===== src/rtl/fifo_uart_tx.sv =====
`default_nettype none
// ============================================================================
// Module      : fifo_uart_tx
// Description : Pops DWIDTH-bit words from an upstream FIFO and sends each one
//               on an 8N1 serial line. Bytes go out least-significant byte
//               first and bits least-significant bit first. Every bit lasts
//               CLKDIV clock cycles. The bytes of one word follow each other
//               with no idle gap.
//
// Parameters  : DWIDTH     - FIFO word width in bits (a multiple of 8, >= 8)
//               CLKDIV     - clk_i cycles per serial bit (>= 2)
//
// Ports       : clk_i      - clock, rising edge
//               rst_i      - synchronous active-high reset
//               fifo_empty - upstream FIFO holds no word
//               fifo_data  - upstream FIFO head word
//               fifo_pop   - one-cycle pop strobe (combinational)
//               txd        - serial output, idle high (registered)
//               busy       - a word is being serialized (registered)
//
// Revision    : 1.0 - initial release
// ============================================================================
module fifo_uart_tx #(
    parameter int DWIDTH = 32,
    parameter int CLKDIV = 868
) (
    input  logic              clk_i,
    input  logic              rst_i,
    input  logic              fifo_empty,
    input  logic [DWIDTH-1:0] fifo_data,
    output logic              fifo_pop,
    output logic              txd,
    output logic              busy
);

    localparam int c_NBYTES = DWIDTH / 8;
    localparam int c_CNT_W  = (CLKDIV > 1) ? $clog2(CLKDIV) : 1;
    localparam int c_BYTE_W = (c_NBYTES > 1) ? $clog2(c_NBYTES) : 1;

    localparam logic [c_CNT_W-1:0]  c_CNT_LAST  = c_CNT_W'(CLKDIV - 1);
    localparam logic [c_BYTE_W-1:0] c_BYTE_LAST = c_BYTE_W'(c_NBYTES - 1);

    localparam logic [1:0] c_ST_IDLE  = 2'd0;
    localparam logic [1:0] c_ST_START = 2'd1;
    localparam logic [1:0] c_ST_DATA  = 2'd2;
    localparam logic [1:0] c_ST_STOP  = 2'd3;

    logic [1:0]          r_state;
    logic [c_CNT_W-1:0]  r_cnt;
    logic [2:0]          r_bit;
    logic [c_BYTE_W-1:0] r_byte;
    logic [DWIDTH-1:0]   r_shift;
    logic                r_txd;
    logic                r_busy;

    logic                w_pop;
    logic                w_bit_end;

    // The pop is gated by reset so that a non-empty FIFO cannot lose a word
    // while the block is held in reset.
    assign w_pop     = (r_state == c_ST_IDLE) && !fifo_empty && !rst_i;
    assign w_bit_end = (r_cnt == c_CNT_LAST);

    assign fifo_pop = w_pop;
    assign txd      = r_txd;
    assign busy     = r_busy;

    always_ff @(posedge clk_i) begin
        if (rst_i) begin
            r_state <= c_ST_IDLE;
            r_cnt   <= '0;
            r_bit   <= '0;
            r_byte  <= '0;
            r_shift <= '0;
            r_txd   <= 1'b1;
            r_busy  <= 1'b0;
        end else begin
            case (r_state)
                c_ST_IDLE: begin
                    r_cnt <= '0;
                    if (w_pop) begin
                        // The start bit goes out from the very next cycle.
                        r_shift <= fifo_data;
                        r_bit   <= '0;
                        r_byte  <= '0;
                        r_txd   <= 1'b0;
                        r_busy  <= 1'b1;
                        r_state <= c_ST_START;
                    end
                end

                c_ST_START: begin
                    if (w_bit_end) begin
                        r_cnt   <= '0;
                        r_txd   <= r_shift[0];
                        r_state <= c_ST_DATA;
                    end else begin
                        r_cnt <= r_cnt + 1'b1;
                    end
                end

                c_ST_DATA: begin
                    if (w_bit_end) begin
                        r_cnt <= '0;
                        // The eighth shift of a byte brings the next byte's
                        // LSB into bit 0, ready for the next START.
                        r_shift <= r_shift >> 1;
                        if (r_bit == 3'd7) begin
                            r_bit   <= '0;
                            r_txd   <= 1'b1;
                            r_state <= c_ST_STOP;
                        end else begin
                            r_bit <= r_bit + 1'b1;
                            r_txd <= r_shift[1];
                        end
                    end else begin
                        r_cnt <= r_cnt + 1'b1;
                    end
                end

                c_ST_STOP: begin
                    if (w_bit_end) begin
                        r_cnt <= '0;
                        if (r_byte == c_BYTE_LAST) begin
                            r_byte  <= '0;
                            r_busy  <= 1'b0;
                            r_state <= c_ST_IDLE;
                        end else begin
                            r_byte  <= r_byte + 1'b1;
                            r_txd   <= 1'b0;
                            r_state <= c_ST_START;
                        end
                    end else begin
                        r_cnt <= r_cnt + 1'b1;
                    end
                end

                default: begin
                    r_state <= c_ST_IDLE;
                    r_cnt   <= '0;
                    r_txd   <= 1'b1;
                    r_busy  <= 1'b0;
                end
            endcase
        end
    end

endmodule
`default_nettype wire


===== config.mk =====
export PLATFORM = sky130hd
export DESIGN_NAME = fifo_uart_tx
export DESIGN_NICKNAME = d
export VERILOG_FILES = /design/src/rtl/fifo_uart_tx.sv
export SDC_FILE = /design/constraint.sdc
export NUM_CORES = 1
export LEC_CHECK = 0
export BUFFER_PORTS_ARGS = -buffer_cell sky130_fd_sc_hd__buf_2
export CORE_UTILIZATION = 57
export DETAILED_ROUTE_END_ITERATION = 8
export GPL_TIMING_DRIVEN = 0
export PLACE_DENSITY = 0.77
export SLEW_MARGIN = 5
export SYNTH_ARGS = -nofsm -noshare
export SYNTH_HDL_FRONTEND = slang
export SYNTH_SLANG_ARGS = --single-unit

===== constraint.sdc =====
create_clock -name clk_i -period 2.3 [get_ports clk_i]
set_input_delay 0.46 -clock clk_i [delete_from_list [all_inputs] [get_ports clk_i]]
set_output_delay 0.46 -clock clk_i [all_outputs]
set_load 0.05 [all_outputs]

# Yosys cells after proc, flatten, opt, wreduce, memory -nomap -nowiden
# Index checks and enable logic that the tools add are counted.
[totals]
in_bits = 35
wordCells = 67
reg_bits = 51
[op_classes]
muxes = 31
reduce_logical = 13
n_addsub = 3
eq_ne = 13
[ops]
columns = ["cell", "n"]
rows = [
  ["$mux 32", 2],
  ["$pmux 32 s2", 1],
  ["$pmux 10 s2", 1],
  ["$mux 2", 8],
  ["$ne 2x2->1 const B", 7],
  ["$add 10x1->10 const B", 1],
  ["$eq 10x10->1 const B", 1],
  ["$mux 1", 10],
  ["$mux 10", 1],
  ["$reduce_and 5->1", 2],
  ["$mux 3", 3],
  ["$pmux 2 s4", 1],
  ["$eq 2x2->1 const B", 3],
  ["$pmux 3 s2", 1],
  ["$reduce_and 3->1", 2],
  ["$pmux 1 s4", 1],
  ["$pmux 2 s2", 1],
  ["$reduce_and 4->1", 1],
  ["$reduce_bool 2->1", 2],
  ["$add 3x1->3 const B", 1],
  ["$eq 3x3->1 const B", 1],
  ["$reduce_or 3->1", 1],
  ["$add 2x1->2 const B", 1],
  ["$eq 2x1->1 const B", 1],
  ["4 further kinds", 6],
]

# Depth between registers and ports, before layout
[depth]
ltp_word = 5
mapped_depth = 10
depth_no_buf = 6

# Worst setup path after synthesis
# No wires, ideal clock.
[synth_path]
kind = "register to register"
startpoint = "register r_state[0]"
endpoint = "register r_bit[0]"
required_ps = 2179
n_path_buf = 1
synth_period_minus_slack_ps = 1905
t_arrival_ps = 1784
setup_slack_ps = 395
path_stages_with_launch = 8
setup_time_ps = 121
cell_sequence = "dfxtp_1 -> inv_1 -> ha_1 -> or3b_1 -> o21ai_2 -> and2_4 -> buf_8 -> mux2_4"
[synth_between]
elab_chain_cells = 5
elab_cells_between_ends = 9
classes_between = "3 x eq/ne; 1 x mux; 5 x reduce/logical"
[synth_lines]
columns = ["item", "line", "text"]
rows = [
  ["start, declared", "48", "logic [1:0] r_state;"],
  ["start signal, assigned", "70", "r_state <= c_ST_IDLE;"],
  ["start signal, assigned", "88", "r_state <= c_ST_START;"],
  ["start signal, assigned", "96", "r_state <= c_ST_DATA;"],
  ["$logic_not 2->1", "61, 78", ""],
  ["$logic_and 1x1->1 (2 in series)", "61", "assign w_pop = (r_state == c_ST_IDLE) && !fifo_empty && !rst_i;"],
  ["$ne 2x2->1 (no line)", "--", ""],
  ["$reduce_and 3->1 (no line)", "--", ""],
  ["end signal, assigned", "113", "r_bit <= r_bit + 1'b1;"],
  ["end, declared", "50", "logic [2:0] r_bit;"],
]
# Several ways; a longest one is shown, not always the timed one.
# A chain may end at the register's enable or synchronous reset.

# Worst setup path after layout
[layout_path]
startpoint = "register r_state[1]"
endpoint = "output port fifo_pop"
[layout_between]
elab_chain_cells = 3
[layout_lines]
columns = ["item", "line", "text"]
rows = [
  ["$logic_not 2->1", "61", ""],
  ["$logic_and 1x1->1 (2 in series)", "61", ""],
  ["end, declared", "31", "output logic fifo_pop,"],
]
# Every way passes these cells.

==> results.json <==
{
  "grt_pass1_wl_um": 8850,
  "syn-num-nets": 311,
  "nFillCells": 373,
  "cts_tree": "done",
  "placed_cell_area_mm2": 0.00296,
  "power_mw": 3.09,
  "hp-start": "fifo_data[31]",
  "wl_um": 5220,
  "regToRegSetupSlack_ps": 240,
  "firstDrtPassIters": 7,
  "fin_skew_ps": 7.03,
  "synth_area_leaders": "dfxtp_1 (38%), a211oi_2 (13%), mux2i_1 (12%), a21oi_1 (6.6%), ha_1 (4.2%)",
  "ios": 38,
  "holdPathEnd": "r_shift[31]",
  "r2r-start": "r_state[1]",
  "ff_latch_area_mm2": 0.00102,
  "violations": "DRC",
  "rr_endpoint": "r_bit[0]",
  "synthCells": 267,
  "hpwl_um": 3710,
  "slew_violations": 0,
  "multi_input_area_mm2": 0.00150,
  "setup_tns_ps": 0,
  "wl_met1_um": 2470,
  "cts_root_buffer": "clkbuf_8",
  "outcome": "finished, violations left",
  "fp.dieH_um": 71.0,
  "worst_setup_path_end_kind": "output port",
  "timing.hold.ws_ps": 402,
  "layoutNonFillerInstCount": 364,
  "synth_warnings": 0,
  "pre_cts_slack_ps": 177,
  "fin_ws_ps": 97.1,
  "hold_viol_final": 0,
  "fin_area_mm2": 0.00307,
  "start_kind": "register",
  "yosys.area.top_type_share_pct": 37.7,
  "dr_wl_met2_um": 2500,
  "grt.overflow.total": 0,
  "grt_max_degree": 15,
  "syn_area_mm2": 0.00271,
  "final_nets": 355,
  "die_width_um": 71.0,
  "place.port_buffers": 37,
  "drive_gt1_share_pct": 32.1,
  "clock.fmax_ghz": 0.454,
  "grt_usage_pct": 21.9,
  "vias": 2054,
  "rows": 24,
  "synth-seq-cells": 51,
  "ant_nets": 0,
  "clockBufferDepth": 2,
  "routed.top_layer": "met4",
  "rsz0062_at_grt": "false",
  "drc_errors": 3,
  "synth_edf_count": 0,
  "diodes": 0,
  "async_flop_share_pct": 0,
  "post_cts_buffers": 0,
  "yosysMostFrequentCell": "dfxtp_1",
  "cts_made_buffers": 5,
  "crit_slowest_cell": "or3b_4",
  "min_period_ps": 2200,
  "ys_top_cells_by_count": "dfxtp_1 (51), a21oi_1 (36), mux2i_1 (33), a211oi_2 (29), nor2_1 (15)",
  "wl_per_cell_um": 14.4,
  "ys_types": 45,
  "max_cap_violations": 0,
  "clk_latency_ps": 310,
  "drtIter0Drc": 112,
  "ys_seq_area_share_pct": 37.7,
  "htreeDepth": 2,
  "area_growth_pct": 13.2,
  "power_density_mw_per_mm2": 1010,
  "synth_ff_type": "dfxtp_1",
  "path_common_cell": "inv_1",
  "initial_core_util_pct": 60.6,
  "antenna_found_initial": 0,
  "gp_congestion": 0.793,
  "cp_top_family": "buffers and inverters",
  "finalSetupViolations": 0,
  "worstRegToRegCells": 7,
  "core_region_area_mm2": 0.00447,
  "worst_slew_pin_slew_ps": 713,
  "clk_pin_slew_worst_paths_ps": 80,
  "ctsHoldBuffers": 0,
  "grt_pass1_vias": 2039,
  "yosysTopAreaCell": "dfxtp_1",
  "dieArea_mm2": 0.00503,
  "avgSynthCellArea_um2": 10.2,
  "dp.cells": 356,
  "viasPerCell": 5.64,
  "finalCritPeriodShare_pct": 95.8,
  "critPathBufInv": 3,
  "path_class": "reg2out",
  "holdPathStages": 3,
  "finish.utilization_pct": 68.6,
  "critical_path.cell_chain": "inv_1 -> ha_2 -> or3b_4 -> inv_1 -> buf_4",
  "critPathMaxFanout": 5,
  "worstHoldPathType": "in2reg",
  "critPathArrivalTime_ps": 1740,
  "wl_met3_um": 180,
  "cp_data_required_time_ps": 1840,
  "slew_headroom_pct": 52.5,
  "ir_worst_vdd_mv": 0.526,
  "cts.sinks": 51,
  "critical_path.max_stage_delay_ps": 420,
  "leakagePower_nw": 1.10
}
[registers in the layout (all words and copies together) (netlist names)]
register  flops
r_shift      32
r_bit         3
r_state       2
txd           1
r_byte        2
r_cnt        10
busy          1
[cells in the final DEF (no fill, tap or decap), types with 7 or more instances in the layout]
cell type	instances
clkbuf_8	7
clkbuf_1	8
mux2i_1	33
a21oi_1	36
a211oi_2	29
nand2_1	8
ha_1	8
nor2_1	15
dfxtp_1	51
buf_2	45
[worst max-delay path by stage]
stage | startpoint | end | slack (ps) | cells past startpoint
after floorplan | r_state[0] | r_bit[0] | 390 | 7
after global placement | r_state[0] | r_bit[0] | 190 | 7
after detailed placement | r_state[0] | r_bit[0] | 180 | 7
after CTS | r_state[0] | fifo_pop | 4 | 5
after global routing | r_state[1] | fifo_pop | 20 | 5
final | r_state[1] | fifo_pop | 100 | 5
[cells by family after synthesis]
family | Yosys count | share of synthesized area [%]
AOI/OAI and AO/OA | 85 | 25.6
xor gates and xnor gates | 7 | 2.26
adders and majority gates | 9 | 4.16
buffers and inverters | 29 | 7.06
DFF | 51 | 37.7
muxes | 35 | 13.2
and+or+nand+nor | 51 | 10.1
[where the power goes]
group          internal [mW]  leakage [nW]  switching, mW  total (mW)
Sequential              1.08         0.417          0.111        1.19
Clock                  0.275        0.0515          0.287       0.562
Combinational          0.585         0.634          0.754        1.34
[final cells by class]
| class | count | area share (%) |
|---|---|---|
| plain buffers | 22 | 5.38 |
| clock buffers | 8 | 3.26 |
| inverters | 7 | 0.856 |
| multi-input cells | 187 | 49.0 |
| flip-flops and latches | 51 | 33.3 |
| well taps | 52 | 2.12 |
| repair buffers | 37 | 6.12 |
[worst reg2reg max path: cells and delay by family, from the launching register on]
kind / cells / cell delay, ps
simple gates: 2 / 650
flops: 1 / 370
mux: 1 / 300
buf+inv: 2 / 250
fa+ha+maj: 1 / 220
compound gates: 1 / 180
[metal layers]
metal | vias to the layer above | GRT usage, %
li1 | 1068 | -
met1 | 943 | 26.3
met2 | 37 | 38.7
met3 | 6 | 5.41
met4 | 0 | 6.44
met5 | - | 0
[timing repair]
action	in CTS	in global routing
resized for setup	1	3
endpoints found under the setup margin	1	1
gates cloned	0	0
Note: power is estimated with default switching activity, not from simulation.
